<file path="config.mk">
export PLATFORM = sky130hd
export DESIGN_NAME = mem_bus_ctrl
export DESIGN_NICKNAME = d
export VERILOG_FILES = /design/src/rtl/mem_bus_ctrl.sv
export SDC_FILE = /design/constraint.sdc
export NUM_CORES = 1
export LEC_CHECK = 0
export BUFFER_PORTS_ARGS = -buffer_cell sky130_fd_sc_hd__buf_2
export CAP_MARGIN = 0
export CORE_AREA = 3 3 82 84
export DETAILED_ROUTE_END_ITERATION = 6
export DIE_AREA = 0 0 85 87
export PLACE_DENSITY = 0.88
export SLEW_MARGIN = 20
export SYNTH_ARGS = -nofsm -noshare
export SYNTH_HDL_FRONTEND = slang
export SYNTH_SLANG_ARGS = --single-unit
</file>
<file path="constraint.sdc">
create_clock -name clk -period 2.2 [get_ports clk]
set_input_delay 0 -clock clk [delete_from_list [all_inputs] [get_ports clk]]
set_output_delay 0 -clock clk [all_outputs]
set_load 0.02 [all_outputs]
</file>
<file path="src/rtl/mem_bus_ctrl.sv">
// Memory access sequencer: latches MAB/MDB/RW/BW on req, drives a single-port memory with
// byte lanes and wait states, and aborts with vacant data on timeout. Optional: MEM_ALIGN_CHECK_EN.
module mem_bus_ctrl #(
    parameter int unsigned TIMEOUT = 15
) (
    input  logic        clk,
    input  logic        rst_n,
    input  logic        req,
    input  logic [15:0] MAB_in,
    input  logic [15:0] MDB_in,
    input  logic        RW,
    input  logic        BW,
    output logic        mem_en,
    output logic [1:0]  mem_we,
    output logic [14:0] mem_addr,
    output logic [15:0] mem_wdata,
    input  logic [15:0] mem_rdata,
    input  logic        mem_ready,
    output logic [15:0] MDB_out,
    output logic        busy,
    output logic        done,
    output logic        err,
    output logic [1:0]  dbg_state
);

    typedef enum logic [1:0] {
        S_IDLE   = 2'd0,
        S_ACCESS = 2'd1,
        S_DONE   = 2'd2
    } state_t;

    localparam logic [7:0] TIMEOUT_CNT = 8'(TIMEOUT);

    state_t      r_state;
    state_t      w_state_nxt;
    logic [7:0]  r_wait_cnt;
    logic        r_a0;
    logic        r_rw;
    logic        r_bw;
    logic        r_mem_en;
    logic [1:0]  r_mem_we;
    logic [14:0] r_mem_addr;
    logic [15:0] r_mem_wdata;
    logic [15:0] r_mdb_out;
    logic        r_err;

    logic        w_accept;
    logic        w_misalign;
    logic        w_ready_hit;
    logic        w_timeout;
    logic [1:0]  w_lanes;
    logic [15:0] w_wdata;
    logic [15:0] w_rd_sel;

`ifdef MEM_ALIGN_CHECK_EN
    assign w_misalign = ~BW & MAB_in[0];
`else
    // Word accesses silently use the even word address.
    assign w_misalign = 1'b0;
`endif

    assign w_lanes  = BW ? (MAB_in[0] ? 2'b10 : 2'b01) : 2'b11;
    assign w_wdata  = BW ? {MDB_in[7:0], MDB_in[7:0]} : MDB_in;
    assign w_rd_sel = r_bw ? (r_a0 ? {8'h00, mem_rdata[15:8]} : {8'h00, mem_rdata[7:0]})
                           : mem_rdata;

    always_ff @(posedge clk or negedge rst_n) begin
        if (!rst_n) begin
            r_state <= S_IDLE;
        end else begin
            r_state <= w_state_nxt;
        end
    end

    // Ready has priority over the timeout when both occur on the same edge.
    always_comb begin
        w_state_nxt = r_state;
        w_accept    = 1'b0;
        w_ready_hit = 1'b0;
        w_timeout   = 1'b0;
        case (r_state)
            S_IDLE: begin
                if (req) begin
                    w_accept    = 1'b1;
                    w_state_nxt = w_misalign ? S_DONE : S_ACCESS;
                end
            end
            S_ACCESS: begin
                if (mem_ready) begin
                    w_ready_hit = 1'b1;
                    w_state_nxt = S_DONE;
                end else if ((TIMEOUT_CNT != 8'd0) && (r_wait_cnt == TIMEOUT_CNT)) begin
                    w_timeout   = 1'b1;
                    w_state_nxt = S_DONE;
                end
            end
            S_DONE:  w_state_nxt = S_IDLE;
            default: w_state_nxt = S_IDLE;
        endcase
    end

    always_ff @(posedge clk or negedge rst_n) begin
        if (!rst_n) begin
            r_wait_cnt  <= 8'd0;
            r_a0        <= 1'b0;
            r_rw        <= 1'b0;
            r_bw        <= 1'b0;
            r_mem_en    <= 1'b0;
            r_mem_we    <= 2'b00;
            r_mem_addr  <= 15'd0;
            r_mem_wdata <= 16'd0;
            r_mdb_out   <= 16'd0;
            r_err       <= 1'b0;
        end else begin
            case (r_state)
                S_IDLE: begin
                    if (w_accept) begin
                        r_wait_cnt <= 8'd0;
                        if (w_misalign) begin
                            r_err <= 1'b1;
                        end else begin
                            r_err       <= 1'b0;
                            r_a0        <= MAB_in[0];
                            r_rw        <= RW;
                            r_bw        <= BW;
                            r_mem_en    <= 1'b1;
                            r_mem_we    <= RW ? w_lanes : 2'b00;
                            r_mem_addr  <= MAB_in[15:1];
                            r_mem_wdata <= w_wdata;
                        end
                    end
                end
                S_ACCESS: begin
                    if (w_ready_hit) begin
                        r_mem_en <= 1'b0;
                        r_mem_we <= 2'b00;
                        r_err    <= 1'b0;
                        if (!r_rw) begin
                            r_mdb_out <= w_rd_sel;
                        end
                    end else if (w_timeout) begin
                        r_mem_en <= 1'b0;
                        r_mem_we <= 2'b00;
                        r_err    <= 1'b1;
                        if (!r_rw) begin
                            r_mdb_out <= r_bw ? 16'h00FF : 16'h3FFF;
                        end
                    end else begin
                        r_wait_cnt <= r_wait_cnt + 8'd1;
                    end
                end
                S_DONE: begin
                    r_err <= 1'b0;
                end
                default: begin
                    r_mem_en <= 1'b0;
                    r_mem_we <= 2'b00;
                end
            endcase
        end
    end

    assign mem_en    = r_mem_en;
    assign mem_we    = r_mem_we;
    assign mem_addr  = r_mem_addr;
    assign mem_wdata = r_mem_wdata;
    assign MDB_out   = r_mdb_out;
    assign busy      = (r_state == S_ACCESS) || (r_state == S_DONE);
    assign done      = (r_state == S_DONE);
    assign err       = r_err & (r_state == S_DONE);
    assign dbg_state = r_state;

endmodule

</file>
# Yosys cells after proc, flatten, opt, wreduce, memory -nomap -nowiden
# Index checks and enable logic that the tools add are counted.
[totals]
register_bits = 64
input_bits = 54
output_inout_bits = 55
word_cells = 74
[classes]
n_addsub = 1
eq_ne = 11
n_mux = 38
bitwise_logic = 2
reduce_logical = 11
[ops]
columns = ["operator", "n"]
rows = [
  ["$mux W16", 6],
  ["$mux W8", 4],
  ["$mux W2", 9],
  ["$pmux W8 S2", 1],
  ["$mux W14", 1],
  ["$mux W1", 13],
  ["$ne A2 B2 Y1 const B", 6],
  ["$add A8 B1 Y8 const B", 1],
  ["$eq A8 B4 Y1 const B", 1],
  ["$reduce_and A4 Y1", 2],
  ["$ne A3 B3 Y1 const B", 2],
  ["$pmux W1 S3", 2],
  ["$pmux W2 S3", 1],
  ["$reduce_and A3 Y1", 2],
  ["$pmux W2 S2", 1],
  ["$reduce_and A2 Y1", 2],
  ["$reduce_bool A2 Y1", 2],
  ["$reduce_bool A3 Y1", 1],
  ["$eq A2 B1 Y1 const B", 1],
  ["$eq A2 B2 Y1 const B", 1],
  ["$logic_not A2 Y1", 1],
  ["$and A1 B1 Y1", 1],
  ["$logic_or A1 B1 Y1", 1],
  ["$not A1 Y1", 1],
]

# Longest topological paths before layout
# Gate-level depths: netlist (run 1).
[depth]
ltp_word = 7
mapped_depth = 7
depth_no_buf = 6

# Least setup slack after synthesis (run 1)
# Ideal clock, no wire load.
[synth_timing]
path_type = "register to register"
startpoint = "register r_state[0] (netlist: dbg_state[0])"
endpoint = "register r_wait_cnt[5]"
setup_ns = 0.078
arrival_time_ns = 1.987
required_time_ns = 2.122
path_slack_ns = 0.135
stages_incl_launch_ff = 8
n_path_buf = 1
period_less_slack_ns = 2.065
cell_sequence = "dfrtp_1 -> inv_1 -> ha_1 -> clkbuf_1 -> nor2b_1 -> a2111o_1 -> or3_1 -> a21oi_1"
[synth_via]
elab_chain_cells = 4
elab_cells_between_ends = 11
cone_classes = "4 x eq/ne; 4 x mux; 3 x reduce/logical"
[synth_lines]
columns = ["element", "line_no", "rtl"]
rows = [
  ["start, declared", "34", "state_t r_state;"],
  ["start signal, assigned", "71", "r_state <= w_state_nxt;"],
  ["$eq A2 B1 Y1 or $logic_not A2 Y1 (tied branches)", "81, 115", ""],
  ["$mux W1", "81", "case (r_state)"],
  ["$ne A2 B2 Y1 (no line)", "--", ""],
  ["$reduce_and A4 Y1 (no line)", "--", ""],
  ["end signal, assigned", "149", "r_wait_cnt <= r_wait_cnt + 8'd1;"],
  ["end, declared", "36", "logic [7:0] r_wait_cnt;"],
]
# Parallel ways exist; a longest one is shown, timed or not.
# A chain may end at the register's enable or synchronous reset.

# Final worst setup path (run 1)
# Same ends and word-level chain as after synthesis.

==> run summary, run 1 <==
Cts repair resizes -> 0
Routability cong. -> 0.856
Number of max-cap violations -> 0
Router iterations before antenna repair -> 4
Worst slew pin tran -> 0.529 ns
Area Overhead vs Synth -> 42.9%
Power after layout -> 5590 µW
Synth Register Bits -> 64
Fillers -> 408
I/O Pins -> 109
Area of placed instances -> 3590 µm²
Clock tree from TritonCTS -> done
Fmax -> 492 MHz
Synth unique cells -> 38
Max clock buf depth -> 2
Post-synth top cells -> dfrtp_1, mux2_2, nand2_1
Final wirelength -> 8050 µm
WL/cell -> 16.3 µm
Ys async rst share -> 100%
Final setup fails -> 0
Slew headroom -> 64.7%
Fin Setup TNS -> 0 ns
Final instance area -> 4200 µm²
Post-layout minimum cycle time -> 2.03 ns
Vias in the first global route -> 2,794
DRT antenna net count -> 0
Final hold vios -> 0
Htree depth -> 3
Final nets -> 472
Placeable Area -> 5990 µm²
Die Y -> 87 µm
Syn Area/Cell -> 11.6 µm²
Die area -> 7400 µm²
GRT overflow -> 0
Register area share after synthesis -> 54.5%
Skew-Pair Late Insertion Delay -> 0.35 ns
Global Route Usage Sum -> 23.4%
Multi-input gate area -> 1270 µm²
Pin count of the biggest net entering global routing -> 43
Period utilization -> 92.4%
Post-Synthesis Cells -> 253
Synth top area share -> 54.5%
Syn_nets -> 312
Most common flop cell mapped by yosys -> dfrtp_1
RSZ-0062 raised after global routing -> false
Mapped Area -> 2940 µm²
Crit. End Element -> flip-flop
Cell row count -> 28
Ratio of cells with drive above 1 in the final layout -> 39.5%
Slack of the critical path -> 0.168 ns
Initial Util -> 49.0%
CTS Hold Bufs -> 44
Most common cell in the netlist -> dfrtp_1
Postcts setup bufs -> 0
Max Transition Viols Final -> 0
WS Path Type -> flip-flop to flip-flop
CTS root buffer -> clkbuf_8
Total CTS buffers -> 9
VDD IR-drop max -> 0.000869 V
HP Class -> primary input to flip-flop
PD cells -> 1330 nW/µm²
Worst EP arrival -> 2.30 ns
Setup Slack @ Placement -> 0.189 ns
Vias per cell -> 5.28
Outcome -> finished, final reports clean
Initial DRC Count -> 143
DP HPWL -> 4960 µm
Ys Warns -> 0
Initial antenna violation count -> 0
Num Clock Sinks -> 64
Die width -> 85 µm
Port bufs -> 108
Residual DRC -> 0
First-pass GRT wire length -> 13,500 µm
Data required, critical path -> 2.47 ns
Clock skew -> 0.0158 ns
Leak -> 0.00202 µW
Startpoint class of the critical path -> flip-flop
Via count -> 2,601
Antenna cells -> 0
Clk slew on worst S/H paths -> 0.08 ns
Post-synth EDFFs -> 0
Synth top area cells -> dfrtp_1, mux2_2, mux2i_1
Post-synth top area cell -> dfrtp_1
Register area -> 1600 µm²
Crit-path max FO -> 10
==> cell usage in the layout (no fill, tap or decap), types with 6 or more instances in the layout <==
master	instances
nand3_1	9
buf_2	108
clkbuf_8	9
buf_4	7
dfrtp_1	64
a21oi_1	6
nand2_1	29
mux2_1	7
o21ai_0	14
nor2_1	20
mux2_2	31
mux2i_1	12
dlygate4sd3_1	44
==> routing by layer <==
metal / global-route usage, % / vias up / part of all wire, %
met3: 6.53 / 13 / 7.3
met2: 38.2 / 98 / 50
li1: - / 1211 / -
met4: 10.2 / 0 / 1.6
met5: 0 / - / 0
met1: 29.3 / 1279 / 42
==> worst max-delay path, cell delays in order (launching register included) <==
cell and delay, ns:
dfrtp_1 0.41, inv_1 0.12, ha_1 0.35, nor2_1 0.09, a2111o_1 0.46, or3_1 0.39, a21oi_1 0.14
==> state kept, by name (all words and copies together) (netlist names) <==
register,flops
mem_en,1
dbg_state,2
r_err,1
r_rw,1
r_a0,1
r_wait_cnt,8
r_bw,1
mem_we,2
mem_addr,15
mem_wdata,16
MDB_out,16
==> cell families (layout without fill, tap and decap cells) <==
| kind of cell | count (synthesis) | count (layout) | share of synthesized area (%) |
|---|---|---|---|
| compound gates | 34 | 34 | 7.37 |
| xor+xnor | 1 | 1 | 0.298 |
| simple gates | 85 | 85 | 14.7 |
| flops | 64 | 64 | 54.5 |
| fa+ha+maj | 5 | 5 | 2.13 |
| buf+inv | 14 | 179 | 2.34 |
| mux | 50 | 50 | 18.7 |
==> stage by stage <==
step / hold slack [ns] / std cells / utilization (%)
detailed placement: 0.00796 / 433 / 59.9
CTS: 0.00567 / 493 / 70.1
global placement: 0.00567 / 433 / 59.9
finish: 0.0120 / 493 / 70.1
global route: 0.0354 / 493 / 70.1
floorplan: -0.296 / 253 / -
==> report_power, final <==
part	switching [µW]	internal [µW]	total (µW)	leakage, µW
clock	483	412	896	0.0000866
sequential	334	1690	2030	0.000773
combinational	1570	1100	2670	0.00116
==> worst paths after layout <==
check / start / end / slack [ns] / depth (start not counted)
worst min register to register: mem_wdata[15] / mem_wdata[15] / 0.48 / 2
min in group asynchronous: rst_n / mem_wdata[5] / 0.18 / 2
worst max-delay path: dbg_state[0] / r_wait_cnt[5] / 0.17 / 6
worst max register to register: dbg_state[0] / r_wait_cnt[5] / 0.17 / 6
max in group asynchronous: rst_n / MDB_out[6] / 1.41 / 3
worst min-delay path: mem_rdata[5] / MDB_out[5] / 0.01 / 4
==> layout make-up <==
type                       count  area share (%)
clock inverter                 6            1.04
timing repair buffer         160            25.1
multi-input combinational    175            30.2
clock buffer                  10            3.04
inverter                       3           0.268
tap                           75            2.23
sequential                    64            38.1
Power figures use the tool's default switching activity.
==> run 2: changes to the inputs <==
- CORE_AREA: 3 3 82 84 -> 3 3 79 81
- DIE_AREA: 0 0 85 87 -> 0 0 82 84
- PLACE_DENSITY: 0.88 -> 0.93
- clock period: 2.2 -> 2.36 ns (I/O delays scaled with it)
==> run 2 against run 1 <==
- total power is 5.1% lower
- core utilization increased by 5.3 points
- worst setup slack improved by 0.046 ns
- sequential cell count is the same
- critical path depth unchanged
- highest routed layer unchanged
==> run summary, run 2 (synthesized netlist as in run 1, its figures left out) <==
Startpoint class of the critical path -> flip-flop
CP bufs+invs -> 1
VDD IR-drop max -> 0.000856 V
Placeable Area -> 5540 µm²
Port bufs -> 108
Clock skew -> 0.00968 ns
Slew headroom -> 40.5%
Most common cell after layout, fill and taps aside -> buf_2
DP Cell Count -> 427
PD cells -> 1270 nW/µm²
P_int -> 3100 µW
Global Route Usage Sum -> 24.6%
Worst reg-to-reg path cell count -> 6
Die Y -> 84 µm
Final setup fails -> 0
P_sw -> 2210 µW
Data required, critical path -> 2.61 ns
Crit path from -> dbg_state[1]
HP Class -> primary input to flip-flop
GRT overflow -> 0
Slack of the critical path -> 0.213 ns
Initial antenna violation count -> 0
Number of max-cap violations -> 0
Critical path depth -> 6
Post-layout minimum cycle time -> 2.15 ns
Critical path's largest stage delay -> 0.53 ns
Layout Cells excl Fill -> 485
Register-to-register setup slack -> 0.21 ns
Fmax -> 466 MHz
Fin Setup TNS -> 0 ns
Reg-to-Reg End -> r_wait_cnt[3]
Logic pwr share -> 46.0%
Htree depth -> 3
Crit. End Element -> flip-flop
Vias per cell -> 5.29
Final hold vios -> 0
Power share of the clock group -> 18.2%
Initial DRC Count -> 190
Total CTS buffers -> 9
DRT antenna net count -> 0
RR Startpoint -> dbg_state[1]
Die area -> 6890 µm²
Initial Util -> 53.0%
Crit path to -> r_wait_cnt[3]
First-pass GRT wire length -> 13,100 µm
Slowest stage cell on the critical path -> a2111o_1
Most frequent cells in the layout -> buf_2, dfrtp_1, dlygate4sd3_1
Reg power frac -> 35.8%
Clock tree from TritonCTS -> done
Router iterations before antenna repair -> 4
Via count -> 2,564
Num Clock Sinks -> 64
Sw frac -> 41.7%
Outcome -> finished, final reports clean
Cell row count -> 27
Residual DRC -> 0
RSZ-0062 raised after global routing -> false
Crit-path max FO -> 13
Clk slew on worst S/H paths -> 0.08 ns
Routability cong. -> 0.812
Final nets -> 467
I/O Pins -> 109
Leak -> 0.00200 µW
Cell family with most CP delay -> compound AO/OA/AOI/OAI gates
DP HPWL -> 5030 µm
WS Path Type -> flip-flop to flip-flop
Vias in the first global route -> 2,724
Antenna cells -> 0
Worst slew pin tran -> 0.893 ns
WL/cell -> 16.5 µm
Die width -> 82 µm
Setup Slack @ Placement -> 0.131 ns
Period utilization -> 91.0%
CTS root buffer -> clkbuf_8
Final wirelength -> 7980 µm
Crit path cell chain -> inv_1 -> ha_2 -> and2_1 -> a2111o_1 -> or3_1 -> a21oi_1
Worst EP arrival -> 2.40 ns
Max Transition Viols Final -> 0
Ratio of cells with drive above 1 in the final layout -> 39.7%
Postcts setup bufs -> 0
Area Overhead vs Synth -> 42.2%
Max clock buf depth -> 2
Pin count of the biggest net entering global routing -> 40
Skew-Pair Late Insertion Delay -> 0.34 ns
[run 2: worst min path at each step]
stage                        from            end  slack, ns  cells after the start
finish              mem_rdata[13]    MDB_out[13]       0.01                      4
CTS                  mem_rdata[2]     MDB_out[2]     0.0007                      3
global route         mem_rdata[1]     MDB_out[1]       0.02                      4
global placement            rst_n  mem_wdata[11]       0.16                      1
detailed placement          rst_n    MDB_out[14]       0.17                      1
floorplan                   rst_n     MDB_out[0]      -0.30                      0
[run 2: final cells by class]
| cell class | instances | area [µm²] |
|---|---|---|
| Clock buffer | 10 | 138 |
| Clock inverter | 6 | 67.6 |
| Fill cell | 337 | 1360 |
| Inverter | 3 | 11.3 |
| Multi-Input combinational cell | 175 | 1270 |
| Sequential cell | 64 | 1600 |
| Tap cell | 72 | 90.1 |
| Timing Repair Buffer | 155 | 998 |
[run 2: repair_timing]
action / in CTS / in global routing
resized for setup: 0 / 1
hold endpoints to repair: 76 / 0
hold buffers: 42 / 0
setup endpoints to repair: 0 / 1
[run 2: worst reg2reg max path: stages, from the launching register on]
cell and delay (ns):
dfrtp_1 0.40, inv_1 0.10, ha_2 0.26, and2_1 0.24, a2111o_1 0.53, or3_1 0.35
a21oi_1 0.18
[run 2: power groups by stage]
stage / Clock [µW] / Sequential (µW) / Combinational, µW
after global routing: 1030 / 1950 / 2640
after detailed placement: 0 / 1890 / 2350
after CTS: 974 / 1880 / 2420
final: 964 / 1900 / 2440
after global placement: 0 / 1870 / 2280
after floorplan: 0 / 2390 / 1060
[run 2: per-layer routing]
| layer | wire [µm] | vias to the layer above | GRT usage (%) |
|---|---|---|---|
| li1 | - | 1203 | - |
| met1 | 3210 | 1232 | 31.6 |
| met2 | 4040 | 115 | 39.9 |
| met3 | 606 | 14 | 6.16 |
| met4 | 124 | 0 | 8.61 |
| met5 | 0 | - | 0 |
[run 2: metrics by stage]
step | hold WS (ns) | power [µW] | cell area, µm² | utilization [%]
finish | 0.00997 | 5310 | 4180 | 75.4
global route | 0.0245 | 5620 | 4180 | 75.4
CTS | 0.000706 | 5270 | 4170 | 75.3
detailed placement | 0.170 | 4240 | 3550 | 64.0
global placement | 0.157 | 4140 | 3550 | 64.0
floorplan | -0.296 | 3450 | 2940 | -
==> run 3: changes to the inputs <==
- CORE_AREA: 3 3 79 81 -> 3 3 78 80
- CTS_BUF_LIST: unset -> sky130_fd_sc_hd__clkbuf_8
- DIE_AREA: 0 0 82 84 -> 0 0 81 83
- PLACE_DENSITY: 0.93 -> 0.95
==> run 3 against run 2 <==
- worst setup slack lost 0.030 ns
- clock skew fell by 0.0014 ns
- combinational power about the same
- cell count decreased by 0.21%
- maximum frequency is 1.4% lower
- non-clock buffer count is 1 lower
- via count increased by 0.35%
- register-to-register slack got worse by 0.03 ns
- die area decreased by 2.4%
==> run summary, run 3 (synthesized netlist as in run 1, its figures left out) <==
Vias in the first global route -> 2,694
Number of max-cap violations -> 0
Most common cell after layout, fill and taps aside -> buf_2
Register-to-register setup slack -> 0.18 ns
GR Util met1 -> 30.1%
Die width -> 81 µm
Initial antenna violation count -> 0
Initial Util -> 53.7%
Met2 Track Usage GR -> 43.4%
RSZ-0062 raised after global routing -> false
Fmax -> 459 MHz
First-pass GRT wire length -> 13,100 µm
Most frequent cells in the layout -> buf_2, dfrtp_1, dlygate4sd3_1
Postcts setup bufs -> 0
Power after layout -> 5460 µW
Cell row count -> 27
Fin util -> 76.6%
Antenna cells -> 0
PD cells -> 1300 nW/µm²
Skew-Pair Late Insertion Delay -> 0.33 ns
Placeable Area -> 5470 µm²
Final wirelength -> 7990 µm
Vias per cell -> 5.32
Initial DRC Count -> 193
Ratio of cells with drive above 1 in the final layout -> 39.6%
Slew headroom -> 54.7%
Crit-path max FO -> 10
I/O Pins -> 109
Worst reg-to-reg path cell count -> 6
HP Class -> primary input to flip-flop
Residual DRC -> 0
Num Clock Sinks -> 64
Max clock buf depth -> 2
Slack of the critical path -> 0.183 ns
VDD IR-drop max -> 0.000868 V
Port bufs -> 108
DRT antenna net count -> 0
Final nets -> 466
Die area -> 6720 µm²
Total CTS buffers -> 9
Worst slew pin tran -> 0.679 ns
Die Y -> 83 µm
RR Startpoint -> dbg_state[1]
Router iterations before antenna repair -> 4
Most Used Layer, Global Route -> met2
Max Transition Viols Final -> 0
Clock skew -> 0.00823 ns
Setup Slack @ Placement -> 0.236 ns
Data required, critical path -> 2.62 ns
Reg-to-Reg End -> r_wait_cnt[5]
Clk slew on worst S/H paths -> 0.07 ns
Outcome -> finished, final reports clean
Period utilization -> 92.3%
Crit path from -> dbg_state[1]
WL/cell -> 16.5 µm
Final hold vios -> 0
Worst EP arrival -> 2.44 ns
DP HPWL -> 5140 µm
Routability cong. -> 0.792
Crit. End Element -> flip-flop
Grt met3 use -> 7.16%
Pin count of the biggest net entering global routing -> 33
Post-layout minimum cycle time -> 2.18 ns
GRT overflow -> 0
WS Path Type -> flip-flop to flip-flop
Htree depth -> 3
Via count -> 2,573
Startpoint class of the critical path -> flip-flop
Final setup fails -> 0
CTS root buffer -> clkbuf_8
Leak -> 0.00202 µW
Hold depth -> 3
Global Route Usage Sum -> 25.3%
Crit path to -> r_wait_cnt[5]
Fin Setup TNS -> 0 ns
Area Overhead vs Synth -> 42.7%
Clock tree from TritonCTS -> done
[run 3: worst min-delay path by stage]
| stage | from | end | slack [ns] |
|---|---|---|---|
| detailed placement | rst_n | mem_en | 0.08 |
| floorplan | rst_n | MDB_out[0] | -0.30 |
| CTS | MDB_in[15] | mem_wdata[15] | 0.005 |
| finish | MDB_in[15] | mem_wdata[15] | 0.02 |
| global route | MDB_in[15] | mem_wdata[15] | 0.03 |
| global placement | rst_n | r_err | 0.08 |
[run 3: power by group]
part	internal [µW]	leakage, µW	switching [µW]
sequential	1580	0.000773	302
clock	694	0.000120	417
combinational	998	0.00113	1470
[run 3: timing repair]
item | in CTS | in global routing
gates resized for setup | 0 | 0
endpoints found under the hold margin | 66 | 0
hold buffers | 40 | 0
[run 3: layer usage]
| layer | share of wire [%] | vias up |
|---|---|---|
| met5 | 0 | - |
| met4 | 1.3 | 0 |
| met3 | 7.4 | 12 |
| met2 | 51 | 104 |
| met1 | 40 | 1258 |
| li1 | - | 1199 |
[run 3: worst max-delay path, cell delays in order, from the launching register on]
cell and delay [ns]:
dfrtp_1 0.40, inv_1 0.10, ha_1 0.28, and2_1 0.27, a2111o_1 0.54, or3_1 0.38
a21oi_1 0.15
[run 3: final cells by class]
type                       instances  area [µm²]
inverter                           3        11.3
clock buffer                       9         124
tap                               72        90.1
clock inverter                     7         111
fill                             365        1280
timing repair buffer             154         986
multi-input combinational        175        1270
sequential                        64        1600
[run 3: through the flow]
stage / hold slack, ns / instances / instance area [µm²]
finish: 0.0160 / 484 / 4190
global route: 0.0280 / 484 / 4190
detailed placement: 0.0783 / 428 / 3560
floorplan: -0.296 / 253 / 2940
global placement: 0.0795 / 428 / 3560
CTS: 0.00468 / 484 / 4190
